**config.mk**
```make
export PLATFORM = sky130hd
export DESIGN_NAME = axi4_burst_ctrl
export DESIGN_NICKNAME = d
export VERILOG_FILES = /design/src/rtl/axi4_burst_ctrl.sv
export SDC_FILE = /design/constraint.sdc
export NUM_CORES = 1
export LEC_CHECK = 0
export CAP_MARGIN = 20
export CORE_AREA = 2 2 80 82
export CTS_BUF_LIST = sky130_fd_sc_hd__clkbuf_4 sky130_fd_sc_hd__clkbuf_8
export DETAILED_ROUTE_END_ITERATION = 12
export DIE_AREA = 0 0 82 84
export DONT_BUFFER_PORTS = 1
export PLACE_DENSITY = 0.65
export SYNTH_ARGS = -nofsm -noshare
export SYNTH_HDL_FRONTEND = slang
export SYNTH_SLANG_ARGS = --single-unit
```
**constraint.sdc**
```tcl
create_clock -name ACLK -period 4.8 [get_ports ACLK]
set_input_delay 1.2 -clock ACLK [delete_from_list [all_inputs] [get_ports ACLK]]
set_output_delay 1.2 -clock ACLK [all_outputs]
set_load 0.05 [all_outputs]
```
**src/rtl/axi4_burst_ctrl.sv**
```systemverilog
// Turns one command into one AXI4 INCR burst (4-byte beats); AxVALID one cycle after accept.
// W beats follow wr_valid/WREADY, R never stalls, done pulses one cycle with the worst-case response.
module axi4_burst_ctrl #(
  parameter int DATA_WIDTH = 32,
  parameter int ADDR_WIDTH = 10
) (
  input  logic                  ACLK,
  input  logic                  ARESETn,
  input  logic                  cmd_valid,
  output logic                  cmd_ready,
  input  logic                  cmd_write,
  input  logic [ADDR_WIDTH-1:0] cmd_addr,
  input  logic [7:0]            cmd_len,
  input  logic [DATA_WIDTH-1:0] wr_data,
  input  logic                  wr_valid,
  output logic                  wr_ready,
  output logic [DATA_WIDTH-1:0] rd_data,
  output logic                  rd_valid,
  output logic                  rd_last,
  output logic                  done,
  output logic [1:0]            done_resp,
  output logic [ADDR_WIDTH-1:0] AWADDR,
  output logic [7:0]            AWLEN,
  output logic                  AWVALID,
  input  logic                  AWREADY,
  output logic [DATA_WIDTH-1:0] WDATA,
  output logic                  WLAST,
  output logic                  WVALID,
  input  logic                  WREADY,
  input  logic [1:0]            BRESP,
  input  logic                  BVALID,
  output logic                  BREADY,
  output logic [ADDR_WIDTH-1:0] ARADDR,
  output logic [7:0]            ARLEN,
  output logic                  ARVALID,
  input  logic                  ARREADY,
  input  logic [DATA_WIDTH-1:0] RDATA,
  input  logic [1:0]            RRESP,
  input  logic                  RLAST,
  input  logic                  RVALID,
  output logic                  RREADY
);

  typedef enum logic [2:0] {S_IDLE, S_AW, S_W, S_B, S_AR, S_R, S_DONE} state_t;

  localparam int CW = ADDR_WIDTH + 11;

  state_t                state, state_nxt;
  logic [ADDR_WIDTH-1:0] addr_q;
  logic [7:0]            len_q;
  logic [7:0]            cnt_q;
  logic [1:0]            resp_q;
  logic [1:0]            rresp_max;
  logic [CW-1:0]         end_addr;
  logic                  cmd_bad;
  logic                  accept;
  logic                  w_last_hs;

  // End address is computed wide so a burst running past the top cannot wrap back in range.
  assign end_addr  = CW'(cmd_addr) + ((CW'(cmd_len) + CW'(1)) << 2);
  assign cmd_bad   = (cmd_addr[1:0] != 2'b00) || (end_addr > (CW'(1) << ADDR_WIDTH));
  assign accept    = (state == S_IDLE) && cmd_valid;
  assign w_last_hs = (state == S_W) && wr_valid && WREADY && (cnt_q == len_q);
  assign rresp_max = (RRESP > resp_q) ? RRESP : resp_q;

  assign AWADDR = addr_q;
  assign ARADDR = addr_q;
  assign AWLEN  = len_q;
  assign ARLEN  = len_q;
  assign WDATA  = wr_data;
  assign rd_data = RDATA;

  always_ff @(posedge ACLK or negedge ARESETn) begin
    if (!ARESETn) state <= S_IDLE;
    else          state <= state_nxt;
  end

  always_comb begin
    state_nxt = state;
    cmd_ready = 1'b0;
    AWVALID   = 1'b0;
    ARVALID   = 1'b0;
    WVALID    = 1'b0;
    WLAST     = 1'b0;
    wr_ready  = 1'b0;
    BREADY    = 1'b0;
    RREADY    = 1'b0;
    rd_valid  = 1'b0;
    rd_last   = 1'b0;
    done      = 1'b0;
    done_resp = 2'b00;
    case (state)
      S_IDLE: begin
        cmd_ready = ARESETn;
        if (cmd_valid) state_nxt = cmd_bad ? S_DONE : (cmd_write ? S_AW : S_AR);
      end
      S_AW: begin
        AWVALID = 1'b1;
        if (AWREADY) state_nxt = S_W;
      end
      S_W: begin
        WVALID   = wr_valid;
        wr_ready = WREADY;
        WLAST    = (cnt_q == len_q);
        if (w_last_hs) state_nxt = S_B;
      end
      S_B: begin
        BREADY = 1'b1;
        if (BVALID) state_nxt = S_DONE;
      end
      S_AR: begin
        ARVALID = 1'b1;
        if (ARREADY) state_nxt = S_R;
      end
      S_R: begin
        RREADY   = 1'b1;
        rd_valid = RVALID;
        rd_last  = RLAST;
        if (RVALID && RLAST) state_nxt = S_DONE;
      end
      S_DONE: begin
        done      = 1'b1;
        done_resp = resp_q;
        state_nxt = S_IDLE;
      end
      default: state_nxt = S_IDLE;
    endcase
  end

  always_ff @(posedge ACLK or negedge ARESETn) begin
    if (!ARESETn) begin
      addr_q <= '0;
      len_q  <= '0;
      cnt_q  <= '0;
      resp_q <= 2'b00;
    end else begin
      if (accept) begin
        addr_q <= cmd_addr;
        len_q  <= cmd_len;
        cnt_q  <= '0;
        resp_q <= cmd_bad ? 2'b10 : 2'b00;
      end
      if ((state == S_W) && wr_valid && WREADY) cnt_q <= cnt_q + 8'd1;
      if ((state == S_B) && BVALID) resp_q <= BRESP;
      if ((state == S_R) && RVALID) begin
        cnt_q <= cnt_q + 8'd1;
        // A burst cut short or overrun by the slave's RLAST is reported as an error.
        resp_q <= (RLAST && (cnt_q != len_q)) ? 2'b10 : rresp_max;
      end
    end
  end

endmodule

```
==> results of run 1 <==
metrics by stage:
stage	worst slack, ns	cell area [um^2]	utilization (%)	total power, mW
after global placement	1.23	2390	39.3	1.61
after detailed placement	1.19	2390	39.3	1.62
final	1.39	2480	40.7	1.81
after CTS	1.39	2480	40.7	1.83
after floorplan	0.811	2860	-	1.68
after global routing	1.27	2480	40.7	1.93
cells by family (layout without fill, tap and decap cells):
family,Yosys count,count (layout),synth area share (%)
compound gates,61,61,14.8
xor+xnor,16,16,4.90
fa+ha+maj,13,13,5.95
buf+inv,99,28,23.8
flops,31,31,27.1
mux,3,3,1.18
simple gates,135,135,22.2
area by class of cell:
cell class,count,share of cell area [%]
Inverter,10,1.51
Timing Repair Buffer,10,3.02
Sequential cell,31,31.2
Tap cell,77,3.88
Clock buffer,6,3.07
Clock inverter,2,0.504
Multi-Input combinational cell,228,56.8
worst register-to-register path, stage by stage (launching register included):
cell and delay (ns):
dfrtp_1 0.36, buf_4 0.23, xor2_1 0.18, nor4_1 0.59, a21boi_0 0.33, o221a_2 0.35, a32oi_1 0.21, nand2_1 0.07
cells in the final DEF, fill, tap and decap left out, types with 3 or more instances in the layout:
cell	count
nand2_1	68
xor2_1	11
o21ai_0	17
a21oi_1	8
ha_1	12
nor2_1	16
nand4_1	3
dfrtp_1	31
and2_1	7
and3_1	6
a21o_1	4
xnor2_1	5
nor3_1	3
nand3_1	11
nor2b_1	4
clkbuf_8	5
inv_1	10
mux2_2	3
nand2b_1	5
buf_4	10
report_power, final:
group	total, mW	switching, mW	internal [mW]
Clock	0.201	0.0947	0.107
Combinational	0.860	0.619	0.241
Sequential	0.752	0.398	0.354
Total	1.81	1.11	0.702
per-layer routing:
metal	global-route usage, %	up-vias
li1	-	997
met1	24.6	1008
met2	27.1	121
met3	8.12	16
met4	4.39	0
met5	0	-
worst paths after layout:
| path | startpoint | endpoint | slack (ns) | cells past startpoint |
|---|---|---|---|---|
| setup / recovery | ARLEN[6] | WLAST | 1.39 | 4 |
| hold / removal | cnt_q[7] | cnt_q[7] | 0.52 | 1 |
| setup reg to reg | ARLEN[6] | resp_q[1] | 2.37 | 7 |
| hold reg to reg | cnt_q[7] | cnt_q[7] | 0.52 | 1 |
| max in group asynchronous | ARESETn | ARADDR[6] | 4.11 | 0 |
| min in group asynchronous | ARESETn | cnt_q[2] | 0.61 | 0 |
flip-flops by register name (all words and copies together) (netlist names):
name and cells:
ARADDR 10, cnt_q 8, resp_q 2, ARLEN 8, state 3
==> run_results.csv, run 1 <==
group,metric,value,unit
cts,clkTransAtPathRegs,0.07,ns
hold_path,worstHoldPathType,"reg2reg",
timing,timing.hold.ws,0.518,ns
floorplan,dieHeight,84,um
timing,final_max_slew_viol_count,0,
cts,cts-root-buf,"clkbuf_8",
run,maxCapViolations,0,
grt,grt_pass1_wl,10000,um
timing,setup_tns,0,ns
critical_path,cp_max_fo,4,
drt,firstDrtPassIters,4,
drt,drc,0,
drt,route.met3.wl,659,um
cts,clock-sinks,31,
logic_synthesis,yosys_warnings,0,
cts,cts_htree_levels,2,
power_and_ir_drop,p_per_area,730,mW/mm^2
logic_synthesis,synth-seq-cells,31,
grt,overflow,0,
critical_path,slowest_delay,0.59,ns
critical_path,arrival,2.21,ns
critical_path,critPathKind,"reg2out",
finish,nets,396,
critical_path,startpoint_type,"flip-flop",
timing,fin_crit_sh,71.1,%
timing,max_slew_margin,34.2,%
finish,drive_above_1_share,10.1,%
finish,multi_input_area,0.00141,mm^2
finish,fill_cells,633,
drt,vias,2142,
finish,regArea,776,um^2
logic_synthesis,synthCells,358,
timing,setup_viol,0,
power_and_ir_drop,ir_drop,0.384,mV
drt,top_layer_used,"met4",
logic_synthesis,yosysTopAreaCell,"dfrtp_1",
critical_path,crit_path_top_delay_cell,"nor4_1",
drt,wl_per_cell,17.0,um
place,dp.cells,356,
grt,grt_use_total,18.4,%
timing,finClkSkew,0.00447,ns
critical_path,crit_family,"simple AND/OR/NAND/NOR gates",
drt,drtIter0Drc,126,
critical_path,cp.required,3.60,ns
timing,max_freq,293,MHz
place,gp_congestion,0.926,
logic_synthesis,synth_flop_cell,"dfrtp_1",
grt,first_global_vias,2069,
logic_synthesis,yosys.cell_count.top_type,"buf_4",
finish,diodes,0,
logic_synthesis,synthArstFlopShare,100,%
floorplan,row_count,29,
cts,postCtsSetupBuffers,0,
logic_synthesis,yosysSeqAreaShare,27.1,%
place,place_hpwl,4750,um
drt,wl_met1,2730,um
cts,post_cts_resized,0,
cts,cts_tree,"built",
cts,cts_hold_buf,0,
floorplan,die_w,82,um
cts,cts_buffers,5,
floorplan,coreArea,0.00610,mm^2
outcome,status,"finished clean",
drt,ant_nets,0,
logic_synthesis,synth_common_cells,"buf_4, nand2_1, dfrtp_1, o21ai_0, nor2_1",
timing,hold_viol_final,0,
logic_synthesis,ys_types,54,
place,io_buffers,0,
cts,cts_buffer_depth,2,
timing,tightest_slew,0.986,ns
grt,grt_max_degree,33,
logic_synthesis,synth_area,0.00286,mm^2
critical_path,worst-path-buf-inv,1,
power_and_ir_drop,p_leak,1.19,nW
floorplan,die_area,0.00689,mm^2
cts,clock_latency,0.28,ns
finish,area_growth,-13.1,%
floorplan,io_pins,210,
logic_synthesis,syn_nets,468,
logic_synthesis,avgSynthCellArea,7.99,um^2
logic_synthesis,synth_enable_flop_cells,0,
critical_path,crit_chain,"buf_4 > xor2_1 > nor4_1 > and3_1",
drt,wirelength,6200,um
logic_synthesis,synth_top_area_share,27.1,%
grt,grt_antenna_before_repair,0,
critical_path,cp-end-kind,"output pin",
drt,wl_met2,2730,um
floorplan,start_util,46.9,%
timing,min_period,3.41,ns
timing,rsz0062_at_grt,"no",
finish,fin_cells,364,
drt,viasPerCell,5.88,
logic_synthesis,synthTopCellsByArea,"dfrtp_1, buf_4, nand2_1",
Note: power is estimated with default switching activity, not from simulation.
==> run 2, diff against run 1 <==
==> constraint.sdc (replaced) <==
create_clock -name ACLK -period 3.47 [get_ports ACLK]
set_input_delay 0.8675 -clock ACLK [delete_from_list [all_inputs] [get_ports ACLK]]
set_output_delay 0.8675 -clock ACLK [all_outputs]
set_load 0.05 [all_outputs]
==> run 2 against run 1 <==
Net effect: count of clock-buffer cells in the layout did not move; flip-flop and latch count did not move; design area rose by 1.8%; non-clock buffer count rose by 2; sequential power rose by 40%; total power rose by 44%; worst setup slack got worse by 0.92 ns; sequential share of layout area fell by 0.54 points; core utilization rose by 0.72 points; combinational power rose by 38%; clock power rose by 84%; first-iteration DRC count fell by 6.3%.
==> run_results.csv, run 2 (synthesis results as in run 1) <==
group,metric,value,unit
outcome,status,"finished clean",
finish,final_cell_mix,"nand2_1, dfrtp_1, o21ai_0, nor2_1",
power_and_ir_drop,pwr-share-comb,45.6,%
critical_path,slowest_delay,0.46,ns
floorplan,die_w,82,um
timing,rsz0062_at_grt,"no",
place,place_hpwl,4800,um
critical_path,cp-end-kind,"flip-flop",
timing,final_max_slew_viol_count,0,
place,gp_congestion,0.952,
drt,ant_nets,0,
drt,drc,0,
power_and_ir_drop,p_leak,1.22,nW
timing,fin_crit_sh,86.5,%
drt,drtIter0Drc,118,
critical_path,crit_path_frequent_cell,"a221o_1",
grt,grt-busiest-layer,"met2",
drt,wl_per_cell,16.8,um
timing,setup_tns,0,ns
timing,setup_viol,0,
power_and_ir_drop,clkPwrFrac,14.1,%
floorplan,start_util,46.9,%
timing,fin_ws,0.469,ns
finish,nets,398,
floorplan,dieHeight,84,um
power_and_ir_drop,ir_drop,0.685,mV
finish,largest_reg_flops,10,
critical_path,worst-path-buf-inv,0,
grt,grt_pass1_wl,10100,um
place,pre_cts_ws,0.195,ns
drt,firstDrtPassIters,4,
grt,grt_antenna_before_repair,0,
critical_path,crit_path_top_delay_cell,"fa_1",
finish,final_common_cell,"nand2_1",
run,maxCapViolations,0,
timing,max_slew_margin,34.4,%
place,io_buffers,0,
drt,wirelength,6160,um
cts,clkTransAtPathRegs,0.07,ns
cts,clock_latency,0.29,ns
timing,timing.hold.ws,0.268,ns
timing,hold_viol_final,0,
timing,finClkSkew,0.00861,ns
cts,cts_hold_buf,0,
power_and_ir_drop,switching_share,59.1,%
floorplan,die_area,0.00689,mm^2
finish,fill_cells,619,
floorplan,coreArea,0.00610,mm^2
grt,first_global_vias,2114,
power_and_ir_drop,p_per_area,1030,mW/mm^2
finish,diodes,0,
timing,min_period,3.00,ns
cts,cts_tree,"built",
grt,met2_usage,27.3,%
timing,max_freq,333,MHz
power_and_ir_drop,seqPwrFrac,40.3,%
finish,area_growth,-11.6,%
grt,overflow,0,
floorplan,row_count,29,
grt,grt_max_degree,33,
finish,drive_above_1_share,10.7,%
grt,use_met3,8.12,%
floorplan,io_pins,210,
timing,tightest_slew,0.985,ns
power_and_ir_drop,p_int,1.07,mW
drt,vias,2134,
grt,grt_use_total,18.7,%
cts,cts_htree_levels,2,
hold_path,worstHoldPathType,"in2async",
drt,viasPerCell,5.83,
cts,clock-sinks,31,
cts,cts_buffer_depth,2,
critical_path,crit_family,"compound AO/OA/AOI/OAI gates",
critical_path,arrival,3.14,ns
grt,use_met1,24.4,%
cts,cts_buffers,5,
critical_path,crit_chain,"ha_1 > fa_1 > a21o_1 > a221o_1 > a221o_1 > or3_4 > o21ai_2 > o221ai_1",
cts,post_cts_resized,0,
critical_path,cp_max_fo,4,
cts,cts-root-buf,"clkbuf_8",
power_and_ir_drop,power.switching,1.54,mW
critical_path,cp.required,3.61,ns
critical_path,critPathKind,"in2reg",
critical_path,startpoint_type,"input pin",
cts,postCtsSetupBuffers,0,
==> run 2: cell count changes in the layout (fill, tap and decap cells not counted) <==
| cell | delta |
|---|---|
| clkbuf_8 | +1 |
| buf_4 | +2 |
| bufinv_16 | +1 |
| clkbuf_4 | -1 |
| clkinvlp_4 | -1 |
==> run 2: final timing paths <==
| check | from | end | slack [ns] | cells past startpoint |
|---|---|---|---|---|
| max | cmd_len[0] | state[2] | 0.47 | 8 |
| min | ARESETn | ARADDR[4] | 0.27 | 0 |
| max reg2reg | state[0] | cnt_q[2] | 1.10 | 7 |
| min reg2reg | cnt_q[7] | cnt_q[7] | 0.51 | 1 |
| max in group asynchronous | ARESETn | resp_q[0] | 3.11 | 0 |
| min in group ACLK | cnt_q[7] | cnt_q[7] | 0.51 | 1 |
==> run 2: layout make-up <==
| cell class | instances | area, um^2 | area share [%] |
|---|---|---|---|
| multi-input combinational | 228 | 1410 | 55.8 |
| sequential | 31 | 776 | 30.7 |
| tap | 77 | 96.3 | 3.81 |
| timing repair buffer | 12 | 90.1 | 3.56 |
| clock buffer | 6 | 82.6 | 3.27 |
| inverter | 10 | 37.5 | 1.49 |
| clock inverter | 2 | 35.0 | 1.39 |
==> run 2: metal layers <==
metal	share of wire, %	up-vias	routed length (um)
met3	11	19	693
met2	42	115	2590
met1	44	1001	2730
li1	-	999	-
met5	0	-	0
met4	2.3	0	142
==> run 2: power groups by stage <==
stage	logic (mW)	registers, mW	clock network, mW
after detailed placement	1.19	1.06	0
after global routing	1.31	1.08	0.391
final	1.19	1.05	0.369
after global placement	1.18	1.06	0
after floorplan	1.38	0.949	0
after CTS	1.20	1.05	0.378
==> run 2: per-stage QoR <==
step	util [%]	std cells	area [um^2]	power (mW)
floorplan	-	358	2860	2.33
global placement	39.5	358	2410	2.24
detailed placement	39.5	358	2410	2.25
CTS	41.5	366	2530	2.63
global route	41.5	366	2530	2.78
finish	41.5	366	2530	2.61
==> run 3, diff against run 2 <==
--- a/config.mk
+++ b/config.mk
@@ -5,11 +5,12 @@
 export SDC_FILE = /design/constraint.sdc
 export NUM_CORES = 1
 export LEC_CHECK = 0
+export ABC_AREA = 1
 export CAP_MARGIN = 20
-export CORE_AREA = 2 2 80 82
+export CORE_AREA = 2 2 81 83
 export CTS_BUF_LIST = sky130_fd_sc_hd__clkbuf_4 sky130_fd_sc_hd__clkbuf_8
 export DETAILED_ROUTE_END_ITERATION = 12
-export DIE_AREA = 0 0 82 84
+export DIE_AREA = 0 0 83 85
 export DONT_BUFFER_PORTS = 1
 export PLACE_DENSITY = 0.65
 export SYNTH_ARGS = -nofsm -noshare
==> run 3 against run 2 <==
Net effect: combinational power about the same; final cell count is 16% higher; global-route usage up 1.9 points; clock skew down 0.0019 ns; design area up 3.1%; via count rose by 1.5%; critical path type unchanged; critical endpoint is now resp_q[1].
==> run_results.csv, run 3 <==
group,metric,value,unit
cts,clock_latency,0.28,ns
cts,postCtsSetupBuffers,0,
run,maxCapViolations,0,
critical_path,r2r_start,"state[2]",
logic_synthesis,synthArstFlopShare,100,%
critical_path,cp_max_fo,5,
logic_synthesis,yosysSeqAreaShare,26.6,%
grt,grt_max_degree,33,
power_and_ir_drop,clkPwrFrac,14.0,%
power_and_ir_drop,p_leak,1.41,nW
floorplan,dieHeight,85,um
floorplan,start_util,46.9,%
critical_path,startpoint_type,"input pin",
drt,firstDrtPassIters,4,
critical_path,cp-endpoint,"resp_q[1]",
finish,nets,456,
critical_path,crit_chain,"ha_1 > nand3_1 > nor2_1 > xor2_1 > ha_1 > a21o_1 > a21oi_1 > nand2_1 > nand2_1 > nand2_1 > a21oi_1 > nand2_1 > o21ai_0 > o21ai_1",
timing,min_period,2.71,ns
floorplan,coreArea,0.00620,mm^2
timing,hold_viol_final,0,
critical_path,critPathKind,"in2reg",
power_and_ir_drop,power.switching,1.59,mW
place,gp_congestion,0.864,
grt,grt_antenna_before_repair,0,
logic_synthesis,yosys_warnings,0,
grt,use_met1,20.5,%
timing,max_slew_margin,37.2,%
floorplan,io_pins,210,
logic_synthesis,synthCells,409,
outcome,status,"finished clean",
critical_path,arrival,2.87,ns
logic_synthesis,post_synth_and_or_nand_nor_area_fraction,25.8,%
logic_synthesis,synth_top_area_share,26.6,%
cts,clkTransAtPathRegs,0.07,ns
critical_path,crit_start,"cmd_len[0]",
logic_synthesis,synthTopCellsByArea,"dfrtp_1, buf_4, nand2_1",
cts,clock-sinks,31,
drt,drtIter0Drc,147,
timing,rsz0062_at_grt,"no",
grt,grt-busiest-layer,"met2",
grt,overflow,0,
logic_synthesis,muxShareOfSynthArea,0,%
critical_path,ff2ff_path_depth,11,
critical_path,slowest_delay,0.28,ns
drt,vias,2167,
logic_synthesis,synth_top_family_by_area,"buffers and inverters",
critical_path,crit_family,"compound AO/OA/AOI/OAI gates",
drt,ant_nets,0,
finish,final_util,42.0,%
power_and_ir_drop,ir_drop,0.430,mV
logic_synthesis,yosys.cell_count.top_type,"nand2_1",
critical_path,worst-path-buf-inv,0,
power_and_ir_drop,pwr-share-comb,45.8,%
drt,wirelength,7190,um
power_and_ir_drop,seqPwrFrac,40.2,%
logic_synthesis,syn_nets,519,
grt,first_global_vias,2180,
drt,viasPerCell,5.11,
finish,fin_cells,424,
power_and_ir_drop,switching_share,59.7,%
logic_synthesis,synth_common_cells,"nand2_1, buf_4, inv_1, dfrtp_1, nor2_1",
hold_path,worstHoldPathType,"in2async",
power_and_ir_drop,p_int,1.07,mW
logic_synthesis,synth_enable_flop_cells,0,
cts,cts_tree,"built",
logic_synthesis,yosysTopAreaCell,"dfrtp_1",
timing,max_freq,370,MHz
logic_synthesis,synth_xor_xnor_area_share,4.51,%
logic_synthesis,synth_flop_cell,"dfrtp_1",
power_and_ir_drop,p_per_area,1020,mW/mm^2
timing,setup_tns,0,ns
floorplan,row_count,29,
critical_path,crit_path_top_delay_cell,"ha_1",
finish,diodes,0,
cts,cts-root-buf,"clkbuf_8",
logic_synthesis,synth-seq-cells,31,
critical_path,crit_path_frequent_cell,"nand2_1",
finish,final_common_cell,"nand2_1",
critical_path,timing.rr.end,"resp_q[1]",
logic_synthesis,avgSynthCellArea,7.12,um^2
grt,met2_usage,37.0,%
timing,tightest_slew,0.941,ns
cts,cts_htree_levels,2,
logic_synthesis,synth_area,0.00291,mm^2
floorplan,die_area,0.00706,mm^2
grt,grt_pass1_wl,11500,um
cts,cts_hold_buf,0,
critical_path,ff2ff_setup_slack,1.24,ns
logic_synthesis,synthAdderAreaFrac,5.84,%
place,place_hpwl,5980,um
critical_path,cp.required,3.64,ns
logic_synthesis,synth-compound-area-share,7.56,%
cts,post_cts_resized,0,
grt,grt_use_total,20.6,%
drt,wl_per_cell,17.0,um
finish,largest_reg_flops,10,
critical_path,cp.depth,14,
drt,drc,0,
place,dp.cells,416,
place,io_buffers,0,
critical_path,cp-end-kind,"flip-flop",
cts,cts_buffers,5,
timing,final_max_slew_viol_count,0,
finish,area_growth,-10.5,%
logic_synthesis,ys_types,34,
timing,finClkSkew,0.00670,ns
cts,cts_buffer_depth,2,
grt,use_met3,10.7,%
finish,final_cell_mix,"nand2_1, inv_1, dfrtp_1, nor2_1, nand3_1",
timing,setup_viol,0,
floorplan,die_w,83,um
timing,fin_crit_sh,78.0,%
finish,drive_above_1_share,15.0,%
run 3: cell count changes after synthesis, moves of 4 or more:
cell,previous run,this run
xnor2_1,5,1
nand3_1,11,21
nor2_1,16,26
and3_1,6,0
nand2b_1,5,0
inv_2,0,12
and2_1,7,0
nor2b_1,4,0
nand2_1,68,97
clkbuf_1,7,1
inv_1,10,44
run 3: cell families after synthesis:
group,count (synthesis)
AO/OA/AOI/OAI,39
XOR/XNOR,15
adder cells (fa/ha/maj),13
buffers and inverters,143
flip-flops,31
AND/OR/NAND/NOR,168
run 3: how the worst min path moves through the flow:
stage | end | startpoint
floorplan | cnt_q[7] | cnt_q[7]
global placement | cnt_q[7] | cnt_q[7]
detailed placement | cnt_q[7] | cnt_q[7]
CTS | cnt_q[6] | ARESETn
global route | cnt_q[1] | ARESETn
finish | ARLEN[2] | ARESETn
run 3: layer usage:
metal / routed length [um] / share of wire, %
met1: 2430 / 34
met2: 3790 / 53
met3: 843 / 12
met4: 130 / 1.8
met5: 0 / 0
run 3: power groups by stage:
stage                     registers (mW)  logic, mW  clock network [mW]
after floorplan                     1.01       1.39                   0
after global placement              1.08       1.20                   0
after detailed placement            1.08       1.22                   0
after CTS                           1.07       1.23               0.384
after global routing                1.10       1.34               0.398
final                               1.07       1.22               0.373
run 3: stage by stage:
step           hold WS, ns  cell area, um^2  power (mW)  worst slack [ns]
6_report             0.274             2610        2.66             0.764
5_1_grt              0.253             2610        2.84             0.480
4_1_cts              0.263             2610        2.69             0.764
3_5_place_dp         0.505             2490        2.30             0.475
3_3_place_gp         0.498             2490        2.28             0.538
2_1_floorplan        0.477             2910        2.40             0.126
run 3: cell type report:
cell class,instances,area (um^2)
clock buffer,6,82.6
clock inverter,2,35.0
fill,662,3600
inverter,56,210
multi-input combinational,235,1280
sequential,31,776
tap,77,96.3
timing repair buffer,17,128
